===== src/rtl/pipe_ctrl_pkg.sv =====
// Shared types and constants for the pipeline-control unit.
package pipe_ctrl_pkg;

  typedef enum logic {
    IDLE  = 1'b0,
    FLUSH = 1'b1
  } state_t;

  localparam int STG_IF_ID   = 0;
  localparam int STG_ID_EX   = 1;
  localparam int STG_EX_MEM  = 2;
  localparam int STG_MEM_WB  = 3;

  localparam int FLUSH_CNT_W = 4;

endpackage


===== src/rtl/sat_counter.sv =====
// Up-counter that sticks at all-ones instead of wrapping.
module sat_counter #(
  parameter int WIDTH = 16
) (
  input  logic             clk,
  input  logic             rst,
  input  logic             inc,
  output logic [WIDTH-1:0] q
);

  // count up on inc, hold once saturated
  always_ff @(posedge clk or posedge rst) begin
    if (rst)
      q <= '0;
    else if (inc && (q != {WIDTH{1'b1}}))
      q <= q + WIDTH'(1);
  end

endmodule


===== src/rtl/pipe_ctrl_multi.sv =====
// Pipeline control: stall merge, load-use bubble, stall-aware flush sequencer.
//
//   state | meaning
//   IDLE  | normal flow; load-use holds honoured
//   FLUSH | squashing FLUSH_MASK stages for fcnt more advancing cycles
module pipe_ctrl_multi
  import pipe_ctrl_pkg::*;
#(
  parameter int                    NUM_STAGES = 4,
  parameter int                    NUM_STALL  = 2,
  parameter int                    FLUSH_LEN  = 2,
  parameter logic [NUM_STAGES-1:0] FLUSH_MASK = 4'b0001,
  parameter int                    HAZ_STAGE  = STG_ID_EX,
  parameter int                    CNT_W      = 16
) (
  input  logic                  clk,
  input  logic                  rst,
  input  logic [NUM_STALL-1:0]  stall_req,
  input  logic                  hazard_hold,
  input  logic                  flush_req,
  output logic                  pc_load,
  output logic [NUM_STAGES-1:0] stage_load,
  output logic [NUM_STAGES-1:0] stage_flush,
  output logic                  flush_busy,
  output logic [CNT_W-1:0]      stall_cycles,
  output logic [CNT_W-1:0]      flush_events
);

  generate
    if (FLUSH_LEN < 1 || FLUSH_LEN > 15) begin : g_bad_flush_len
      $error("pipe_ctrl_multi: FLUSH_LEN must be 1..15");
    end
    if (HAZ_STAGE >= NUM_STAGES) begin : g_bad_haz_stage
      $error("pipe_ctrl_multi: HAZ_STAGE must be below NUM_STAGES");
    end
    if (NUM_STALL < 1) begin : g_bad_num_stall
      $error("pipe_ctrl_multi: NUM_STALL must be at least 1");
    end
  endgenerate

  localparam logic [FLUSH_CNT_W-1:0] FLUSH_LOAD = FLUSH_CNT_W'(FLUSH_LEN);

  state_t                 state, state_nxt;
  logic [FLUSH_CNT_W-1:0] fcnt, fcnt_nxt;
  logic                   frozen;
  logic                   advance;
  logic                   haz_active;

  assign frozen  = |stall_req;
  assign advance = !frozen;

  // A hold is pointless when the instruction is being squashed anyway.
  assign haz_active = (state == IDLE) && !flush_req && advance && hazard_hold;

  // state and flush down-counter registers
  always_ff @(posedge clk or posedge rst) begin
    if (rst) begin
      state <= IDLE;
      fcnt  <= '0;
    end else begin
      state <= state_nxt;
      fcnt  <= fcnt_nxt;
    end
  end

  // next state: redirects are taken even when frozen; reload beats decrement
  always_comb begin
    state_nxt = state;
    fcnt_nxt  = fcnt;
    case (state)
      IDLE: begin
        if (flush_req) begin
          state_nxt = FLUSH;
          fcnt_nxt  = FLUSH_LOAD;
        end
      end
      FLUSH: begin
        if (flush_req) begin
          fcnt_nxt = FLUSH_LOAD;
        end else if (advance) begin
          fcnt_nxt = fcnt - FLUSH_CNT_W'(1);
          if (fcnt == FLUSH_CNT_W'(1))
            state_nxt = IDLE;
        end
      end
      default: begin
        state_nxt = IDLE;
        fcnt_nxt  = '0;
      end
    endcase
  end

  // load/flush outputs: freeze gates loads, flush mask persists while frozen
  always_comb begin
    pc_load     = 1'b1;
    stage_load  = '1;
    stage_flush = '0;
    if (state == FLUSH)
      stage_flush = FLUSH_MASK;
    if (frozen) begin
      pc_load    = 1'b0;
      stage_load = '0;
    end else if (haz_active) begin
      pc_load = 1'b0;
      for (int i = 0; i < NUM_STAGES; i++) begin
        if (i < HAZ_STAGE)
          stage_load[i] = 1'b0;
      end
      stage_flush[HAZ_STAGE] = 1'b1;
    end
  end

  assign flush_busy = (state == FLUSH);

  sat_counter #(.WIDTH(CNT_W)) u_stall_cnt (
    .clk (clk),
    .rst (rst),
    .inc (frozen),
    .q   (stall_cycles)
  );

  sat_counter #(.WIDTH(CNT_W)) u_flush_cnt (
    .clk (clk),
    .rst (rst),
    .inc (flush_req),
    .q   (flush_events)
  );

endmodule


===== config.mk =====
export PLATFORM = sky130hd
export DESIGN_NAME = pipe_ctrl_multi
export DESIGN_NICKNAME = d
export VERILOG_FILES = /design/src/rtl/pipe_ctrl_pkg.sv /design/src/rtl/sat_counter.sv /design/src/rtl/pipe_ctrl_multi.sv
export SDC_FILE = /design/constraint.sdc
export NUM_CORES = 1
export LEC_CHECK = 0
export ABC_AREA = 1
export ABC_CLOCK_PERIOD_IN_PS = 2900
export BUFFER_PORTS_ARGS = -buffer_cell sky130_fd_sc_hd__buf_2
export CAP_MARGIN = 10
export CORE_MARGIN = 1
export CORE_UTILIZATION = 55
export DETAILED_ROUTE_END_ITERATION = 7
export GPL_TIMING_DRIVEN = 0
export MAX_ROUTING_LAYER = met4
export PLACE_DENSITY = 0.8
export SETUP_SLACK_MARGIN = 0.2
export SLEW_MARGIN = 15
export SYNTH_ARGS = -nofsm -noshare
export SYNTH_HDL_FRONTEND = slang
export SYNTH_SLANG_ARGS = --single-unit

===== constraint.sdc =====
create_clock -name clk -period 2.9 [get_ports clk]
set_clock_uncertainty 0.2 [all_clocks]
set_input_delay 0.29 -clock clk [delete_from_list [all_inputs] [get_ports clk]]
set_output_delay 0.29 -clock clk [all_outputs]
set_load 0.01 [all_outputs]

==> impl_results.rst <==
.. list-table::
   :header-rows: 1

   * - Metric
     - Value
   * - Fin cells
     - between 400 and 500
   * - Number of iterations in the first detailed-routing pass
     - 4
   * - Most frequent cells in the layout
     - nand2_1, buf_2, dfrtp_1
   * - Number of storage elements in the synthesis netlist
     - 37
   * - Top post-synthesis cells by area
     - dfrtp_1, nand2_1, nor2_1
   * - Number of clock buffers inserted by TritonCTS
     - 5
   * - DRC errors left
     - 0
   * - Average instance area after synthesis
     - about 7.2 µm²
   * - Number of I/O pins
     - 48
   * - Cell-by-cell trace of the critical path
     - ha_1, nand3_2, inv_2, nand2_2, nor2_2, nor2_2, buf_6, nand3_1, nand2_1
   * - Root Driver
     - clkbuf_8
   * - Die boundary width
     - about 67 µm
   * - Max Clk Rate
     - 0.513 GHz
   * - Detailed Route WL
     - between 4000 and 5000 µm
   * - Count of cells resized by post-cts repair
     - 0
   * - Synth area leader
     - dfrtp_1
   * - Htree depth
     - 2
   * - Sequential-to-total area share from yosys stat
     - just under 40%
   * - Leakage power
     - ~1.4 nW
   * - Number of placement rows
     - 23
   * - Sinks on the clock net
     - 37
   * - Port Buffer Count
     - 45
   * - Launching element type of the critical path
     - flip-flop
   * - Total half-perimeter wirelength after legalization and detailed placement
     - roughly 3800 µm
   * - Final standard cell utilization of the core
     - ~68%
   * - Initial Util
     - between 50% and 60%
   * - Crit path time final
     - between 1.5 and 2 ns
   * - Met1 track utilization from global routing
     - between 30% and 40%
   * - Ratio of final minimum period to clock period
     - around two thirds
   * - Cell total after placement
     - between 400 and 500
   * - Data arrival time of the critical path
     - 1.99 ns
   * - Number of buffers on the longest clock path
     - 2
   * - Global-route usage over all layers
     - 25.2%
   * - Via density per instance
     - slightly above 5
   * - Cell with the largest stage delay on the worst path
     - dfrtp_1
   * - Vertical extent of the die
     - 67.3 µm
   * - Clock Pin Slew Worst Setup and Hold Paths
     - around 0.08 ns
   * - Area of the mapped netlist
     - between 2000 and 2500 µm²
   * - Floorplan core area
     - ~4100 µm²
   * - Number of nets with antenna violations after detailed routing
     - 0
   * - Average detailed-routed wire length per instance
     - approximately 12 µm
   * - Setup repair after global routing missed its margin
     - false
   * - Overflow left after global routing
     - 0
   * - Largest incremental delay on the critical path
     - around 0.45 ns
   * - First-iteration detailed-routing DRC count
     - 148
   * - Distinct cell type count after synthesis
     - 25
   * - Peak VDD IR
     - ~0.25 mV
   * - Clock tree from TritonCTS
     - yes
   * - Share of the synthesized area in the top cell type
     - about two fifths
   * - Number of endpoints with negative hold slack in the final report
     - 0
   * - Gate Count Post-Synth
     - 324
   * - Sequential cell area
     - between 900 and 1000 µm²
   * - Global-route wire length before repair
     - approximately 8400 µm
   * - Synthesis Warnings
     - 0
   * - Clock latency on the worst-skew pair
     - between 0.2 and 0.3 ns
   * - Most utilized layer in the global route result
     - met2
   * - Antenna cell count
     - 0
   * - Final Setup Violations
     - 0
   * - Critical-path maximum fanout
     - 10
   * - Met2 routing resource usage after global routing
     - 39.8%
   * - Area taken by multi-input logic gates
     - approximately 1200 µm²
   * - Final layout net count
     - around 390
   * - GR met3 Demand/Resource
     - about 5.4%
   * - Class of the tightest hold or removal check
     - primary input to flip-flop
   * - Critical path endpoint category
     - flip-flop
   * - Count of final max-slew check failures
     - 0
   * - Final-layout fill cell count
     - around 350
   * - Largest net degree at the start of global routing
     - 26
   * - Post-Route Setup TNS
     - 0 ns
   * - CP Data Required Time
     - around 3 ns
   * - Total power density per cell area
     - approximately 600 nW/µm²
   * - Most common cell after layout, fill and taps aside
     - nand2_1
   * - Via total after detailed routing
     - 2,177
   * - Outcome
     - complete, no violations
   * - Synth-to-Final Area Change
     - 17.4%
   * - Final hold slack
     - 0.109 ns
   * - Vias in the first global route
     - approximately 1,900
   * - Initial antenna violation count
     - 0
   * - Classification of the worst setup path
     - flip-flop to flip-flop
   * - Share of post-route cells with drive strength above 1
     - between 20% and 30%
   * - Count of maximum capacitance violations
     - 0
   * - Die Area
     - 4530 µm²
   * - Final GP Congestion
     - slightly below 0.9
   * - Most repeated library cell on the critical path
     - nor2_2
-- layer usage --
layer  vias up  routed length [µm]
met3         5                 225
met5         -                   0
met4         0                  57
met2        53                2320
li1       1123                   -
met1       996                2360
-- state kept, by name, indices dropped and copies added (netlist names) --
register and cells:
fcnt 4, flush_busy 1, u_flush_cnt.q 16, u_stall_cnt.q 16
-- final timing paths --
| kind | end | from | slack [ns] | depth (start not counted) |
|---|---|---|---|---|
| max in group asynchronous | flush_busy$_DFF_PP0_ | rst | 1.79 | 4 |
| hold reg to reg | fcnt[3]$_DFFE_PP0P_ | fcnt[3]$_DFFE_PP0P_ | 0.28 | 1 |
| setup reg to reg | u_stall_cnt.q[12]$_DFFE_PP0P_ | u_stall_cnt.q[0]$_DFFE_PP0P_ | 0.95 | 9 |
| min in group asynchronous | u_flush_cnt.q[1]$_DFFE_PP0P_ | rst | 0.28 | 3 |
| hold / removal | flush_busy$_DFF_PP0_ | flush_req | 0.11 | 3 |
| setup / recovery | u_stall_cnt.q[12]$_DFFE_PP0P_ | u_stall_cnt.q[0]$_DFFE_PP0P_ | 0.95 | 9 |
-- worst max-delay path: cells and delay by family, from the launching register on --
| family | cells | cell delay (ns) |
|---|---|---|
| adders and majority gates | 1 | 0.30 |
| buffers and inverters | 2 | 0.26 |
| DFF | 1 | 0.45 |
| and+or+nand+nor | 6 | 0.68 |
-- area by class of cell --
class | instances | share of cell area, %
clock buffers | 5 | 2.50
repair buffers | 47 | 9.27
well taps | 50 | 2.27
plain buffers | 12 | 3.73
inverters | 29 | 3.95
clock inverters | 3 | 0.636
flip-flops and latches | 37 | 33.6
multi-input cells | 247 | 44.0
-- metrics by stage --
| step | power [W] | worst slack (ns) | instance area (µm²) |
|---|---|---|---|
| 5_1_grt | 0.00175 | 0.844 | 2750 |
| 3_3_place_gp | 0.00126 | 0.984 | 2640 |
| 2_1_floorplan | 0.00109 | 0.997 | 2350 |
| 3_5_place_dp | 0.00128 | 0.966 | 2660 |
| 4_1_cts | 0.00164 | 0.940 | 2750 |
| 6_report | 0.00162 | 0.951 | 2750 |
-- synth_stat cells (all sizes together) --
master    n
ha        4
nand3b    1
nand3    26
nor4      1
nand2   122
nand4    10
dfrtp    37
inv      29
buf      12
o21ai    20
a21oi     3
conb      1
xnor2     6
xor2     10
nor2     42
-- report_power, final --
part	internal [W]	leakage (nW)	switching [W]
clock network	0.000166	0.0439	0.000191
registers	0.000614	0.484	0.000151
logic	0.000215	0.845	0.000285
total	0.000995	1.37	0.000627
-- cells by family after synthesis --
logic type      Yosys count  synth area share [%]
fa+ha+maj                 4                  2.13
other cells               1                 0.160
simple gates            202                  36.7
flops                    37                  39.5
buf+inv                  41                  9.01
xor+xnor                 16                  5.97
compound gates           23                  6.51
-- what timing repair did --
item | in CTS | in global routing
hold buffers | 1 | 0
setup buffers | 0 | 0
hold endpoints to repair | 12 | 0
Power figures use the tool's default switching activity.
